## src/rtl/mio_bus.sv

```systemverilog
// Memory/IO bus controller: decodes CPU requests into RAM, GPIO or counter space,
// inserts wait states and returns read data with a one-cycle mio_ready pulse.
module mio_bus #(
  parameter int unsigned RAM_WAIT = 1,
  parameter int unsigned IO_WAIT  = 0,
  parameter int unsigned RAM_AW   = 10
) (
  input  logic              clk,
  input  logic              reset,
  input  logic              cpu_mio,
  input  logic              mem_w,
  input  logic [31:0]       addr_bus,
  input  logic [31:0]       cpu_wdata,
  output logic [31:0]       cpu_rdata,
  output logic              mio_ready,
  output logic [RAM_AW-1:0] ram_addr,
  output logic [31:0]       ram_din,
  output logic              ram_we,
  input  logic [31:0]       ram_dout,
  input  logic [15:0]       sw_in,
  output logic [31:0]       gpio_out,
  output logic              bus_err
);

  typedef enum logic [1:0] {S_IDLE, S_WAIT, S_READY} state_e;
  typedef enum logic [1:0] {R_RAM, R_GPIO, R_CNT, R_NONE} region_e;

  localparam logic [3:0] RAM_W4 = 4'(RAM_WAIT);
  localparam logic [3:0] IO_W4  = 4'(IO_WAIT);

  state_e      state_q, state_d;
  region_e     region_q, region_d;
  logic        wr_q, wr_d;
  logic [3:0]  wcnt_q, wcnt_d;
  logic [31:0] rdata_q, rdata_d;
  logic [31:0] gpio_q, gpio_d;
  logic [31:0] cnt_q, cnt_d;
  logic        err_q, err_d;

  region_e     dec_region;
  region_e     cap_region;
  logic        cap;
  logic        unused_addr;

  assign unused_addr = ^{addr_bus[27:RAM_AW+2], addr_bus[1:0]};

  always_comb begin
    unique case (addr_bus[31:28])
      4'h0:    dec_region = R_RAM;
      4'hE:    dec_region = R_GPIO;
      4'hF:    dec_region = R_CNT;
      default: dec_region = R_NONE;
    endcase
  end

  always_comb begin
    state_d    = state_q;
    region_d   = region_q;
    wr_d       = wr_q;
    wcnt_d     = wcnt_q;
    rdata_d    = rdata_q;
    gpio_d     = gpio_q;
    cnt_d      = cnt_q + 32'd1;
    err_d      = err_q;
    cap        = 1'b0;
    cap_region = region_q;

    unique case (state_q)
      S_IDLE: begin
        if (cpu_mio) begin
          region_d = dec_region;
          wr_d     = mem_w;
          wcnt_d   = (dec_region == R_RAM) ? RAM_W4 : IO_W4;
          if (wcnt_d != 4'd0) begin
            state_d = S_WAIT;
          end else begin
            // Zero-wait access: capture uses the live decode, not the latched region.
            state_d    = S_READY;
            cap        = !mem_w;
            cap_region = dec_region;
          end
        end
      end
      S_WAIT: begin
        if (!cpu_mio) begin
          state_d = S_IDLE;
        end else if (wcnt_q <= 4'd1) begin
          state_d = S_READY;
          cap     = !wr_q;
        end else begin
          wcnt_d = wcnt_q - 4'd1;
        end
      end
      S_READY: begin
        state_d = S_IDLE;
        if (wr_q && region_q == R_GPIO) gpio_d = cpu_wdata;
        if (wr_q && region_q == R_CNT)  cnt_d  = cpu_wdata;
        if (region_q == R_NONE)         err_d  = 1'b1;
      end
      default: state_d = S_IDLE;
    endcase

    if (cap) begin
      unique case (cap_region)
        R_RAM:   rdata_d = ram_dout;
        R_GPIO:  rdata_d = {16'h0, sw_in};
        R_CNT:   rdata_d = cnt_q;
        default: rdata_d = '0;
      endcase
    end
  end

  always_ff @(posedge clk or negedge reset) begin
    if (!reset) begin
      state_q  <= S_IDLE;
      region_q <= R_RAM;
      wr_q     <= 1'b0;
      wcnt_q   <= '0;
      rdata_q  <= '0;
      gpio_q   <= '0;
      cnt_q    <= '0;
      err_q    <= 1'b0;
    end else begin
      state_q  <= state_d;
      region_q <= region_d;
      wr_q     <= wr_d;
      wcnt_q   <= wcnt_d;
      rdata_q  <= rdata_d;
      gpio_q   <= gpio_d;
      cnt_q    <= cnt_d;
      err_q    <= err_d;
    end
  end

  assign mio_ready = (state_q == S_READY);
  assign ram_we    = (state_q == S_READY) && wr_q && (region_q == R_RAM);
  assign ram_addr  = addr_bus[RAM_AW+1:2];
  assign ram_din   = cpu_wdata;
  assign cpu_rdata = rdata_q;
  assign gpio_out  = gpio_q;
  assign bus_err   = err_q;

endmodule
```

## config.mk

```make
export PLATFORM = sky130hd
export DESIGN_NAME = mio_bus
export DESIGN_NICKNAME = d
export VERILOG_FILES = /design/src/rtl/mio_bus.sv
export SDC_FILE = /design/constraint.sdc
export NUM_CORES = 1
export LEC_CHECK = 0
export BUFFER_PORTS_ARGS = -buffer_cell sky130_fd_sc_hd__buf_2
export CORE_MARGIN = 2
export CORE_UTILIZATION = 49
export CTS_BUF_LIST = sky130_fd_sc_hd__clkbuf_8
export CTS_CLUSTER_SIZE = 10
export DETAILED_ROUTE_END_ITERATION = 7
export PLACE_DENSITY_LB_ADDON = 0.3
export RECOVER_POWER = 25
export SETUP_SLACK_MARGIN = 0.2
export SLEW_MARGIN = 10
export SYNTH_ARGS = -nofsm -noshare
export SYNTH_HDL_FRONTEND = slang
export SYNTH_SLANG_ARGS = --single-unit
```

## constraint.sdc

```tcl
create_clock -name clk -period 2.5 [get_ports clk]
set_clock_uncertainty 0.1 [all_clocks]
set_input_delay 0.5 -clock clk [delete_from_list [all_inputs] [get_ports clk]]
set_output_delay 0.5 -clock clk [all_outputs]
set_load 0.02 [all_outputs]
```

==> flow_summary_export.csv <==
group,metric,value,unit
synthesis,synth_seq_area_share,45.2,%
detailed_routing,drc_errors,0,
worst_setup_path,worst_path_max_delay_cell,"dfrtp_1",
sta,max-slew-margin-rel,42.1,%
synthesis,synth-main-ff-cell,"dfrtp_1",
pwr,powerDensity,1010,nW/um^2
synthesis,synth_cells,603,
status,status,"finished clean",
synthesis,syn_nets,722,
die,ios,225,
final_layout,post-route-cell-area,6870,sq um
global_route,globalRoute.totalOverflow,0,
cts,clock_path_buffers,2,
sta,setup_viol,0,
sta,fin_crit,2160,ps
worst_setup_path,critPathKind,"reg2out",
synthesis,syn_avg_cell_area,9.74,sq um
final_layout,syn_to_final_growth,16.9,%
pwr,power,6.96,mW
global_route,grt_usage,24.2,%
global_route,grt.busiest_layer,"met2",
global_route,use_met2,38.4,%
detailed_routing,avgViaCountPerCell,5.44,
global_route,use_met1,33.1,%
detailed_routing,routed_wl,15.1,mm
synthesis,syn_area,5870,sq um
placed_design,placed_cells,865,
sta,hold_viol_final,0,
cts,clk_latency,390,ps
sta,post-route-period-util,86.5,%
cts,path_clk_slew,100,ps
global_route,grt_first_pass_wirelength,24.5,mm
detailed_routing,drt_iter0_drc,357,
sta,clock.fmax,0.463,GHz
die,core_area,11600,sq um
die,die_w,113,um
worst_setup_path,crit_arrival,1560,ps
worst_setup_path,worstPathCellList,"nor2b_2 > nand2_1 > nor3_1 > buf_2",
pwr,peakVddDrop,0.000715,V
die,die_area,12900,sq um
cts,cts.sinks,106,
sta,worstMarginPinSlew,868,ps
worst_setup_path,required,1900,ps
sta,drv_slew,0,
detailed_routing,drt-pass1-iter-count,4,
worst_setup_path,cpPeakStageDelay,480,ps
sta,setup_ws,339,ps
synthesis,yosysUniqueCellTypes,53,
final_layout,multi_input_area,2690,sq um
sta,hold-worst-slack,226,ps
final_layout,diodes,0,
detailed_routing,via_count,4813,
final_layout,drive_above_1_share,36.6,%
detailed_routing,ant_nets,0,
pwr,leakage,3.24,nW
detailed_routing,drt-wirelength-per-cell,17.1,um
die,start_util,50.8,%
worst_setup_path,start_kind,"flip-flop",
die,row_count,39,
global_route,met3_usage,5.63,%
placed_design,pre_cts_slack,215,ps
synthesis,ys.warnings.count,0,
synthesis,synth_edf_count,0,
cts,clockRootBuffer,"clkbuf_8",
final_layout,regArea,2650,sq um
final_layout,nets,855,
sta,setup_tns,0,ps
placed_design,hpwl,11.4,mm
synthesis,synth_seq_cells,106,
run,max_cap_viol_count,0,
die,dieHeight,113,um
worst_setup_path,critPathCaptureType,"output port",
synthesis,async_flop_share,100,%
placed_design,portBuffers,186,
final_layout,fin_util,59.4,%
final_layout,n_fill_cell,1035,
hold_path,min_path_type,"in2reg",
cts,cts_tree,"yes",
final_layout,stdcell_count,884,
global_route,grt_max_degree,65,
cts,htreeDepth,3,
worst_setup_path,critical_path.max_fanout,9,
sta,rsz0062_at_grt,"no",
global_route,antenna_found_initial,0,
cts,cts_buffers,9,
global_route,grt_pass1_vias,4825,
placed_design,place_congestion,0.821,
placed_design,place_area,6600,sq um
==> cell type report <==
class / count / share of cell area, %
Clock buffer: 9 / 1.80
Clock inverter: 7 / 1.57
Inverter: 6 / 0.328
Multi-Input combinational cell: 411 / 39.2
Sequential cell: 106 / 38.6
Tap cell: 143 / 2.61
Timing Repair Buffer: 202 / 15.9
==> critical path: cells and delay by family (launching register included) <==
kind,cells,cell delay (ps)
DFF,1,480
and+or+nand+nor,3,490
buffers and inverters,1,200
==> cells by family (layout without fill, tap and decap cells) <==
family	Yosys count	after routing	share of synthesized area (%)
AOI/OAI and AO/OA	141	141	13.3
xor gates and xnor gates	30	30	4.47
adders and majority gates	3	3	0.639
buffers and inverters	86	224	9.33
DFF	106	106	45.2
muxes	65	65	11.8
and+or+nand+nor	172	172	15.3
==> cells in the mapped netlist (6+ instances only) <==
cell	n	area, sq um
mux2i_1	32	320
nor2_1	38	143
mux2_2	31	349
inv_1	6	22.5
nand3_1	12	60.1
xor2_1	10	87.6
buf_2	26	130
dfrtp_1	106	2650
a21oi_1	34	170
o21ai_1	23	115
buf_4	47	353
nand2_1	66	248
nor3_1	11	55.1
a22oi_1	16	120
o21ai_0	57	285
xnor2_1	20	175
==> repair_timing <==
action | in CTS | in global routing
setup buffers | 0 | 2
resized for setup | 0 | 2
endpoints found under the hold margin | 29 | 0
hold buffers | 1 | 0
endpoints found under the setup margin | 0 | 18
==> cells in the final DEF (no fill, tap or decap), types with 6 or more instances in the layout <==
cell type  count
buf_2        185
dfrtp_1      106
nand2_1       66
o21ai_0       57
nor2_1        38
a21oi_1       34
mux2i_1       32
mux2_2        31
o21ai_1       23
xnor2_1       20
a22oi_1       16
nand3_1       12
buf_4         12
nor3_1        11
xor2_1        10
clkbuf_8       9
inv_1          6
==> registers in the layout, indices dropped and copies added (netlist names) <==
signal and flops:
region_q 2, cnt_q 32, bus_err 1, wcnt_q 4
state_q 2, cpu_rdata 32, wr_q 1, gpio_out 32
==> where the power goes <==
part | total [mW] | switching, mW | internal (mW)
clock | 1.23 | 0.642 | 0.585
combinational | 2.68 | 1.54 | 1.14
sequential | 3.05 | 0.663 | 2.38
==> routing by layer <==
layer  vias to the layer above  wire (um)
met2                       172       7200
met1                      2285       6730
met3                        26        885
met5                         -          0
li1                       2330          -
met4                         0        320
==> final timing paths <==
| check | slack, ps | end | depth (start not counted) | start |
|---|---|---|---|---|
| max | 340 | ram_we | 4 | state_q[0] |
| min | 230 | wr_q | 3 | mem_w |
| max reg2reg | 420 | cpu_rdata[31] | 6 | state_q[0] |
| min reg2reg | 380 | cpu_rdata[11] | 2 | cpu_rdata[11] |
| max in group asynchronous | 940 | gpio_out[19] | 3 | reset |
| min in group asynchronous | 650 | wcnt_q[0] | 2 | reset |
No activity file was read; power rests on OpenSTA's default activity.
